--- config.mk ---
export PLATFORM = sky130hd
export DESIGN_NAME = riscv_prog_loader
export DESIGN_NICKNAME = d
export VERILOG_FILES = /design/src/rtl/riscv_prog_loader_pkg.sv /design/src/rtl/riscv_prog_loader_byte_packer.sv /design/src/rtl/riscv_prog_loader.sv
export SDC_FILE = /design/constraint.sdc
export NUM_CORES = 1
export LEC_CHECK = 0
export CELL_PAD_IN_SITES_DETAIL_PLACEMENT = 1
export CELL_PAD_IN_SITES_GLOBAL_PLACEMENT = 2
export CORE_UTILIZATION = 25
export CTS_CLUSTER_SIZE = 8
export DETAILED_ROUTE_END_ITERATION = 6
export PLACE_DENSITY_LB_ADDON = 0.1
export SYNTH_ARGS = -nofsm -noshare
export SYNTH_HDL_FRONTEND = slang
export SYNTH_SLANG_ARGS = --single-unit
--- constraint.sdc ---
create_clock -name clk -period 5.2 [get_ports clk]
set_clock_uncertainty 0.2 [all_clocks]
set_input_delay 0.52 -clock clk [delete_from_list [all_inputs] [get_ports clk]]
set_output_delay 0.52 -clock clk [all_outputs]
set_load 0.01 [all_outputs]
--- src/rtl/riscv_prog_loader_pkg.sv ---
// Shared definitions for the program loader.
//   state_t    : loader FSM states (LEN, DATA, CSUM, DONE, ERR)
//   err_code_t : error code reported on err_code
package riscv_prog_loader_pkg;

  typedef enum logic [2:0] {
    LEN  = 3'd0,
    DATA = 3'd1,
    CSUM = 3'd2,
    DONE = 3'd3,
    ERR  = 3'd4
  } state_t;

  typedef enum logic [1:0] {
    ERR_NONE = 2'd0,
    ERR_LEN  = 2'd1,
    ERR_CSUM = 2'd2
  } err_code_t;

endpackage

--- src/rtl/riscv_prog_loader_byte_packer.sv ---
// Byte-to-word packer. Bytes shift in LSB first; after the fourth byte
// word_valid is high for exactly one cycle with the assembled word.
//   clk, rst   : clock, async active-high reset
//   clear      : sync clear of partial word and byte count
//   in_en      : shift in_byte this cycle
//   in_byte    : byte to pack
//   word_valid : one-cycle strobe, word is complete
//   word       : packed word (holds partial contents between strobes)
module riscv_prog_loader_byte_packer (
  input  logic        clk,
  input  logic        rst,
  input  logic        clear,
  input  logic        in_en,
  input  logic [7:0]  in_byte,
  output logic        word_valid,
  output logic [31:0] word
);

  logic [31:0] sr;
  logic [1:0]  cnt;

  always_ff @(posedge clk or posedge rst) begin
    if (rst) begin
      sr         <= '0;
      cnt        <= '0;
      word_valid <= 1'b0;
    end else if (clear) begin
      sr         <= '0;
      cnt        <= '0;
      word_valid <= 1'b0;
    end else begin
      word_valid <= 1'b0;
      if (in_en) begin
        // New byte enters at the top, so after four shifts byte 0 is in [7:0].
        sr         <= {in_byte, sr[31:8]};
        cnt        <= cnt + 2'd1;
        word_valid <= (cnt == 2'd3);
      end
    end
  end

  assign word = sr;

endmodule

--- src/rtl/riscv_prog_loader.sv ---
// Boot loader: receives a length-prefixed, checksummed program image on a
// byte stream and writes it into instruction memory, holding the core in
// reset until the image verifies.
//   clk, rst          : clock, async active-high reset
//   in_data/valid/ready : byte stream handshake
//   reload            : in DONE/ERR, restart loading
//   imem_we/addr/wd   : instruction memory write port
//   core_rst          : core reset, released only in DONE
//   done, err, err_code : load status
module riscv_prog_loader
  import riscv_prog_loader_pkg::*;
#(
  parameter int MEM_WORDS = 64,
  parameter int AW        = 6
) (
  input  logic          clk,
  input  logic          rst,
  input  logic [7:0]    in_data,
  input  logic          in_valid,
  output logic          in_ready,
  input  logic          reload,
  output logic          imem_we,
  output logic [AW-1:0] imem_addr,
  output logic [31:0]   imem_wd,
  output logic          core_rst,
  output logic          done,
  output logic          err,
  output logic [1:0]    err_code
);

  state_t      state_q, state_d;
  err_code_t   err_code_q;
  logic [1:0]  byte_cnt;
  logic [31:0] word_cnt;
  logic [31:0] len_q;
  logic [7:0]  csum_q;

  logic        accept;
  logic        byte_done;
  logic        restart;
  logic [31:0] len_full;
  logic        len_bad;
  logic        last_word;

  assign in_ready  = (state_q == LEN) || (state_q == DATA) || (state_q == CSUM);
  assign accept    = in_valid && in_ready;
  assign byte_done = accept && (byte_cnt == 2'd3);
  assign restart   = reload && ((state_q == DONE) || (state_q == ERR));
  // Length as it will be once the current byte is shifted in.
  assign len_full  = {in_data, len_q[31:8]};
  assign len_bad   = len_full > 32'(MEM_WORDS);
  assign last_word = (word_cnt + 32'd1) == len_q;

  always_ff @(posedge clk or posedge rst) begin
    if (rst) state_q <= LEN;
    else     state_q <= state_d;
  end

  always_comb begin
    state_d = state_q;
    case (state_q)
      LEN:  if (byte_done) begin
              if (len_bad)              state_d = ERR;
              else if (len_full == '0)  state_d = CSUM;
              else                      state_d = DATA;
            end
      DATA: if (byte_done && last_word) state_d = CSUM;
      CSUM: if (accept)                 state_d = (in_data == csum_q) ? DONE : ERR;
      DONE, ERR: if (reload)            state_d = LEN;
      default:                          state_d = LEN;
    endcase
  end

  always_ff @(posedge clk or posedge rst) begin
    if (rst) begin
      byte_cnt   <= '0;
      word_cnt   <= '0;
      len_q      <= '0;
      csum_q     <= '0;
      imem_addr  <= '0;
      core_rst   <= 1'b1;
      done       <= 1'b0;
      err        <= 1'b0;
      err_code_q <= ERR_NONE;
    end else begin
      case (state_q)
        LEN: if (accept) begin
          len_q    <= len_full;
          byte_cnt <= byte_cnt + 2'd1;
          if (byte_done && len_bad) begin
            err        <= 1'b1;
            err_code_q <= ERR_LEN;
          end
        end
        DATA: if (accept) begin
          byte_cnt <= byte_cnt + 2'd1;
          csum_q   <= csum_q ^ in_data;
          if (byte_done) begin
            // Address lands together with the packer's strobe.
            imem_addr <= word_cnt[AW-1:0];
            word_cnt  <= word_cnt + 32'd1;
          end
        end
        CSUM: if (accept) begin
          if (in_data == csum_q) begin
            done     <= 1'b1;
            core_rst <= 1'b0;
          end else begin
            err        <= 1'b1;
            err_code_q <= ERR_CSUM;
          end
        end
        DONE, ERR: if (reload) begin
          byte_cnt   <= '0;
          word_cnt   <= '0;
          len_q      <= '0;
          csum_q     <= '0;
          core_rst   <= 1'b1;
          done       <= 1'b0;
          err        <= 1'b0;
          err_code_q <= ERR_NONE;
        end
        default: ;
      endcase
    end
  end

  assign err_code = err_code_q;

  riscv_prog_loader_byte_packer u_packer (
    .clk        (clk),
    .rst        (rst),
    .clear      (restart),
    .in_en      (accept && (state_q == DATA)),
    .in_byte    (in_data),
    .word_valid (imem_we),
    .word       (imem_wd)
  );

endmodule

==> results_dict.tcl, run 1 <==
set metrics [dict create \
    status "complete, no violations" \
    clk_latency_ns 0.42 \
    synth-xor-area-share_pct 7.60 \
    max_cap_violations 0 \
    antenna_found_initial 0 \
    reg2reg_setup_slack_ns 1.47 \
    cts_resized 0 \
    cts.path.max_buffers 2 \
    dp_hpwl_mm 15.4 \
    drc 0 \
    hold_viol 0 \
    portBuffers 56 \
    synth-main-ff-cell "dfrtp_1" \
    synth_enable_flop_cells 0 \
    grt.overflow.total 0 \
    p_int_mw 2.21 \
    wire_per_inst_um 18.9 \
    hold_class "register to register" \
    clock_sinks 123 \
    use_met2_pct 26.1 \
    ant_nets 0 \
    gp_congestion 0.835 \
    power_frac_comb_pct 24.6 \
    timing.final.max_slew_violations 0 \
    grt_pass1_vias 6088 \
    critPathKind "register to register" \
    yosys.area_share.simple_pct 24.2 \
    synth_mux_area_share_pct 0.339 \
    n_antenna_cell 0 \
    postSynthRegisterBits 123 \
    drive_gt1_share_pct 7.91 \
    firstDrtPassIters 4 \
    dr.first_iter.drc_count 344 \
    p_seq_share_pct 38.3 \
    fp.dieH_um 165 \
    syn_nets 802 \
    ir_worst_vdd_mv 0.155 \
    yosys_warnings 0 \
    finalCriticalPeriod_ns 3.73 \
    min_to "imem_addr[1]" \
    syn_inst 787 \
    ff2ff_path_depth 9 \
    cts_tree "done" \
    power.switching_mw 1.24 \
    finalCritPeriodShare_pct 71.7 \
    root_buffer "clkbuf_16" \
    grt_use_met3_pct 3.01 \
    hold_buffers 0 \
    synth_cell_type_count 57 \
    rsz0062_at_grt "no" \
    rows 59 \
    nets 836 \
    num_vias 5845 \
    synth-compound-area-share_pct 17.3 \
    grtUsageMet1_pct 25.4 \
    switching_share_pct 35.9 \
    area_growth_syn_to_layout_pct 22.7 \
    required_ns 5.28 \
    powerDensity_nw_per_um2 423 \
    synthAdderAreaFrac_pct 0.566 \
    synthArstFlopShare_pct 100 \
    leakagePower_nw 3.31 \
    r2r-end "state_q[0]" \
    tns_ns 0 \
    critPathCaptureType "register" \
    post_cts_buffers 0 \
    grt_start_max_net_pins 71 \
    pre_cts_ws_ns 1.38 \
    avgViaCountPerCell 5.00 \
    rr_startpoint "word_cnt[0]" \
    setup_viol 0 \
    synth_top_family_by_area "simple AND/OR/NAND/NOR gates" \
    p_clk_share_pct 37.1 \
    clk_pin_slew_ns 0.07 \
    core_um2 26100 \
    initial_core_util_pct 25.5 \
    synth_area_per_cell_um2 8.43 \
    critPathArrivalTime_ns 3.81 \
    cts_htree_levels 4 \
    slew_headroom_pct 21.1 \
    tightest_slew_ns 1.17 \
    cts_buffers 17 \
    grt_usage_pct 17.4 \
    critPathMaxFanout 9 \
    die-area_um2 27200 \
    setup_slack_ns 1.47 \
    die_x_um 165 \
    worstSetupStartpointType "register" \
    top_usage_layer "met2" \
    worstHoldStart "imem_addr[1]" \
    fmax_mhz 268 \
    min_path_cells 2 \
    pin_count 57 \
    routed_wl_mm 22.1 \
    syn_area_um2 6640 \
    ys_seq_area_share_pct 46.4 \
    grt_pass1_wl_mm 36.0 \
]
-- final cells by class --
| class | count | area (um^2) |
|---|---|---|
| inverter | 6 | 25.0 |
| fill | 3039 | 17900 |
| sequential | 123 | 3080 |
| multi-input combinational | 606 | 3350 |
| clock inverter | 14 | 183 |
| tap | 335 | 419 |
| clock buffer | 18 | 439 |
| timing repair buffer | 67 | 656 |
-- routing by layer --
| layer | vias to the layer above | wire length [um] |
|---|---|---|
| met3 | 18 | 483 |
| met5 | - | 0 |
| met2 | 76 | 10000 |
| met4 | 0 | 287 |
| met1 | 2935 | 11300 |
| li1 | 2816 | - |
-- cell usage in the layout, fill, tap and decap left out, types with 9 or more instances in the layout --
master           count
nor4_1              14
nor3_1               9
xnor2_1             30
nand3_1             20
nand4_1             16
buf_4               10
o31ai_1             16
nor2_1              55
xor2_1              25
nand2_1            186
clkdlybuf4s50_1     56
and3_1               9
o21ai_0             97
a21oi_1             50
clkbuf_16           17
dfrtp_1            122
-- how the worst max path moves through the flow --
stage                startpoint           to  slack, ns  depth (start not counted)
global placement         reload   state_q[0]       1.39                          9
CTS                 word_cnt[0]   state_q[0]       1.42                          9
detailed placement       reload   state_q[0]       1.38                          9
global route        word_cnt[0]   state_q[0]       1.21                          9
floorplan                   rst  byte_cnt[0]       1.21                          1
finish              word_cnt[0]   state_q[0]       1.47                          9
-- sequential cells by signal (all words and copies together), names as in the netlist --
| name | count |
|---|---|
| len_q | 32 |
| core_rst | 1 |
| err_code | 2 |
| byte_cnt | 2 |
| done | 1 |
| u_packer.word | 32 |
| u_packer.cnt | 2 |
| err | 1 |
| state_q | 3 |
| word_cnt | 32 |
| csum_q | 8 |
| imem_addr | 6 |
| u_packer.word_valid | 1 |
-- cell usage after synthesis (2+ instances only) --
library cell	number	share of area (%)
a32oi_1	2	0.26
inv_1	6	0.34
a311oi_1	3	0.40
a31oi_1	6	0.57
o41ai_1	7	0.92
o2111ai_1	3	0.40
ha_1	3	0.57
nand3_1	20	1.5
clkbuf_1	35	2.0
nand2b_1	2	0.19
or4_4	3	0.51
dfrtp_1	122	46
nor2_1	57	3.2
nand3b_1	2	0.23
nand2_1	186	11
xnor2_1	30	4.0
nor2b_1	3	0.28
o21ai_0	97	7.3
a21bo_1	2	0.30
xor2_1	25	3.3
nand4_1	16	1.5
nor4_2	3	0.57
and3_1	9	0.85
or3_1	2	0.19
and2_1	6	0.57
mux2_2	2	0.34
and4_1	3	0.40
nor3_1	9	0.68
o31ai_1	16	1.8
nor4_1	14	1.3
buf_1	2	0.11
a21oi_1	51	3.8
o211ai_1	2	0.23
nor3b_1	2	0.23
o21ai_1	2	0.15
buf_2	13	0.98
-- power by group through the flow --
stage | clock network, mW | logic, mW | registers (mW)
2_1_floorplan | 0 | 0.601 | 1.23
3_3_place_gp | 0 | 0.847 | 1.33
3_5_place_dp | 0 | 0.865 | 1.34
4_1_cts | 1.31 | 0.870 | 1.32
5_1_grt | 1.35 | 0.963 | 1.34
6_report | 1.28 | 0.848 | 1.32
-- through the flow --
step | utilization [%] | cells | power (mW) | area [um^2] | hold slack [ns]
2_1_floorplan | - | 787 | 1.83 | 6640 | 0.259
3_3_place_gp | 28.9 | 1137 | 2.18 | 7520 | 0.260
3_5_place_dp | 28.9 | 1137 | 2.20 | 7520 | 0.270
4_1_cts | 31.3 | 1169 | 3.50 | 8150 | 0.287
5_1_grt | 31.3 | 1169 | 3.65 | 8150 | 0.309
6_report | 31.3 | 1169 | 3.45 | 8150 | 0.278
-- cells by family (layout without fill, tap and decap cells) --
family	count (synthesis)	in the layout
and+or+nand+nor	346	346
AOI/OAI and AO/OA	199	199
DFF	123	123
buffers and inverters	58	105
xor gates and xnor gates	56	56
adders and majority gates	3	3
muxes	2	2
-- critical path, cell delays in order (launching register included) --
cell	delay [ns]
dfrtp_1	0.54
ha_1	0.35
inv_1	0.19
nor3_1	0.72
nand2_1	0.22
xnor2_1	0.20
nor4b_2	0.33
nand4_1	0.14
nor4_2	0.54
a21oi_1	0.14
Note: power is estimated with default switching activity, not from simulation.
==> inputs of run 2 (changes only) <==
==> constraint.sdc (replaced) <==
create_clock -name clk -period 3.23 [get_ports clk]
set_clock_uncertainty 0.2 [all_clocks]
set_input_delay 0.323 -clock clk [delete_from_list [all_inputs] [get_ports clk]]
set_output_delay 0.323 -clock clk [all_outputs]
set_load 0.01 [all_outputs]
==> run 2 against run 1 <==
Global-route usage grew 0.38 points. Combinational power is 75% higher. Worst hold slack got worse by 0.0078 ns. Via count increased by 3.8%. Critical path depth is 1 lower. Clock power is 50% higher. Sequential share of layout area decreased by 1.2 points. Core utilization grew 1.1 points. Cell count up 3.4%. Sequential power increased by 59%. Largest cell class unchanged.
==> results_dict.tcl, run 2 (synthesis results as in run 1) <==
set metrics [dict create \
    p_int_mw 3.44 \
    critPathTopFamily "simple AND/OR/NAND/NOR gates" \
    worstSetupStartpointType "register" \
    grt_start_max_net_pins 124 \
    routed_wl_mm 22.7 \
    cts_tree "done" \
    drc 0 \
    cts_htree_levels 4 \
    final_cells 1209 \
    powerDensity_nw_per_um2 652 \
    grt_usage_pct 17.8 \
    clk_pin_slew_ns 0.06 \
    antenna_found_initial 0 \
    p_seq_share_pct 38.2 \
    ant_nets 0 \
    post_cts_buffers 0 \
    n_antenna_cell 0 \
    avgViaCountPerCell 5.02 \
    path_cells "xor2_1 > o2111ai_1 > or4_1 > a311oi_1 > o2111ai_1 > nor4_2 > buf_4 > a21oi_1" \
    clock_sinks 123 \
    finalCriticalPeriod_ns 3.03 \
    rows 59 \
    wire_per_inst_um 18.8 \
    grt_pass1_wl_mm 36.7 \
    hold_class "primary input to asynchronous set/reset pin" \
    critPathMaxStageDelay_ns 0.52 \
    finalCritPeriodShare_pct 93.8 \
    nets 876 \
    tns_ns 0 \
    critPathCaptureType "register" \
    cpMaxStageDelayCell "dfrtp_1" \
    area_growth_syn_to_layout_pct 26.9 \
    dr.first_iter.drc_count 277 \
    critPathKind "register to register" \
    firstDrtPassIters 4 \
    ir_worst_vdd_mv 0.295 \
    required_ns 3.32 \
    fp.dieH_um 165 \
    grt_pass1_vias 6337 \
    power_frac_comb_pct 26.9 \
    critical_path.most_common_cell "o2111ai_1" \
    core_um2 26100 \
    root_buffer "clkbuf_16" \
    dp_hpwl_mm 16.1 \
    p_clk_share_pct 34.9 \
    die_x_um 165 \
    initial_core_util_pct 25.5 \
    setup_viol 0 \
    critPathArrivalTime_ns 3.12 \
    clk_latency_ns 0.43 \
    power.switching_mw 2.05 \
    hold_viol 0 \
    placedCellCount 1177 \
    status "complete, no violations" \
    crit_buf_inv 1 \
    grt.overflow.total 0 \
    max_cap_violations 0 \
    slew_headroom_pct 45.9 \
    critPathMaxFanout 8 \
    portBuffers 56 \
    switching_share_pct 37.3 \
    pin_count 57 \
    cts_buffers 17 \
    timing.final.max_slew_violations 0 \
    leakagePower_nw 3.50 \
    gp_congestion 0.819 \
    tightest_slew_ns 0.809 \
    cts.path.max_buffers 2 \
    die-area_um2 27200 \
    fmax_mhz 330 \
    drive_gt1_share_pct 12.4 \
    num_vias 6066 \
    final_common_cell "nand2_1" \
    fillers 3072 \
    mostFrequentLayoutCells "186 x nand2_1, 122 x dfrtp_1, 97 x o21ai_0" \
    rsz0062_at_grt "no" \
]
==> run 2: metal layers <==
metal,wire [um],GRT usage [%],up-vias
li1,-,-,2906
met1,11200,24.9,3043
met2,10600,28.2,98
met3,721,2.99,19
met4,222,4.17,0
met5,0,0,-
==> run 2: worst register-to-register path, cell delays in order, from the launching register on <==
cell       delay (ns)
dfrtp_1          0.52
xor2_1           0.48
o2111ai_1        0.16
or4_1            0.51
a311oi_1         0.33
o2111ai_1        0.18
nor4_2           0.29
buf_4            0.17
a21oi_1          0.06
==> run 2: worst paths after layout <==
kind / start / endpoint / slack (ns) / depth (start not counted)
setup / recovery: word_cnt[18] / state_q[0] / 0.20 / 8
hold / removal: rst / word_cnt[19] / 0.27 / 3
setup reg to reg: word_cnt[18] / state_q[0] / 0.20 / 8
hold reg to reg: imem_addr[3] / imem_addr[3] / 0.27 / 2
max in group asynchronous: rst / len_q[0] / 2.02 / 3
min in group clk: imem_addr[3] / imem_addr[3] / 0.27 / 2
==> run 2: timing repair <==
item / in CTS / in global routing
setup endpoints to repair: 0 / 2
hold buffers: 0 / 0
resized for setup: 0 / 2
==> run 2: area by class of cell <==
cell class	instances	area (um^2)	share of cell area [%]
inverters	6	26.3	0.312
repair buffers	107	968	11.5
multi-input cells	606	3350	39.8
well taps	335	419	4.98
flip-flops and latches	123	3080	36.6
clock inverters	15	150	1.78
clock buffers	17	425	5.05
==> run 2: power by group through the flow <==
| stage | Combinational (mW) | Sequential (mW) | Clock (mW) |
|---|---|---|---|
| floorplan | 0.968 | 1.98 | 0 |
| detailed placement | 1.50 | 2.14 | 0 |
| CTS | 1.50 | 2.11 | 1.97 |
| global route | 1.67 | 2.14 | 2.03 |
| finish | 1.48 | 2.10 | 1.92 |
| global placement | 1.47 | 2.13 | 0 |
==> run 2: per-stage QoR <==
stage	power [mW]	util, %	cell area [um^2]	hold slack (ns)	setup slack (ns)
floorplan	2.95	-	6640	0.259	0.499
global placement	3.60	30.1	7840	0.257	0.126
detailed placement	3.64	30.1	7840	0.261	0.00683
CTS	5.59	32.3	8410	0.278	0.159
finish	5.49	32.3	8420	0.271	0.199
global route	5.84	32.3	8420	0.307	0.0236
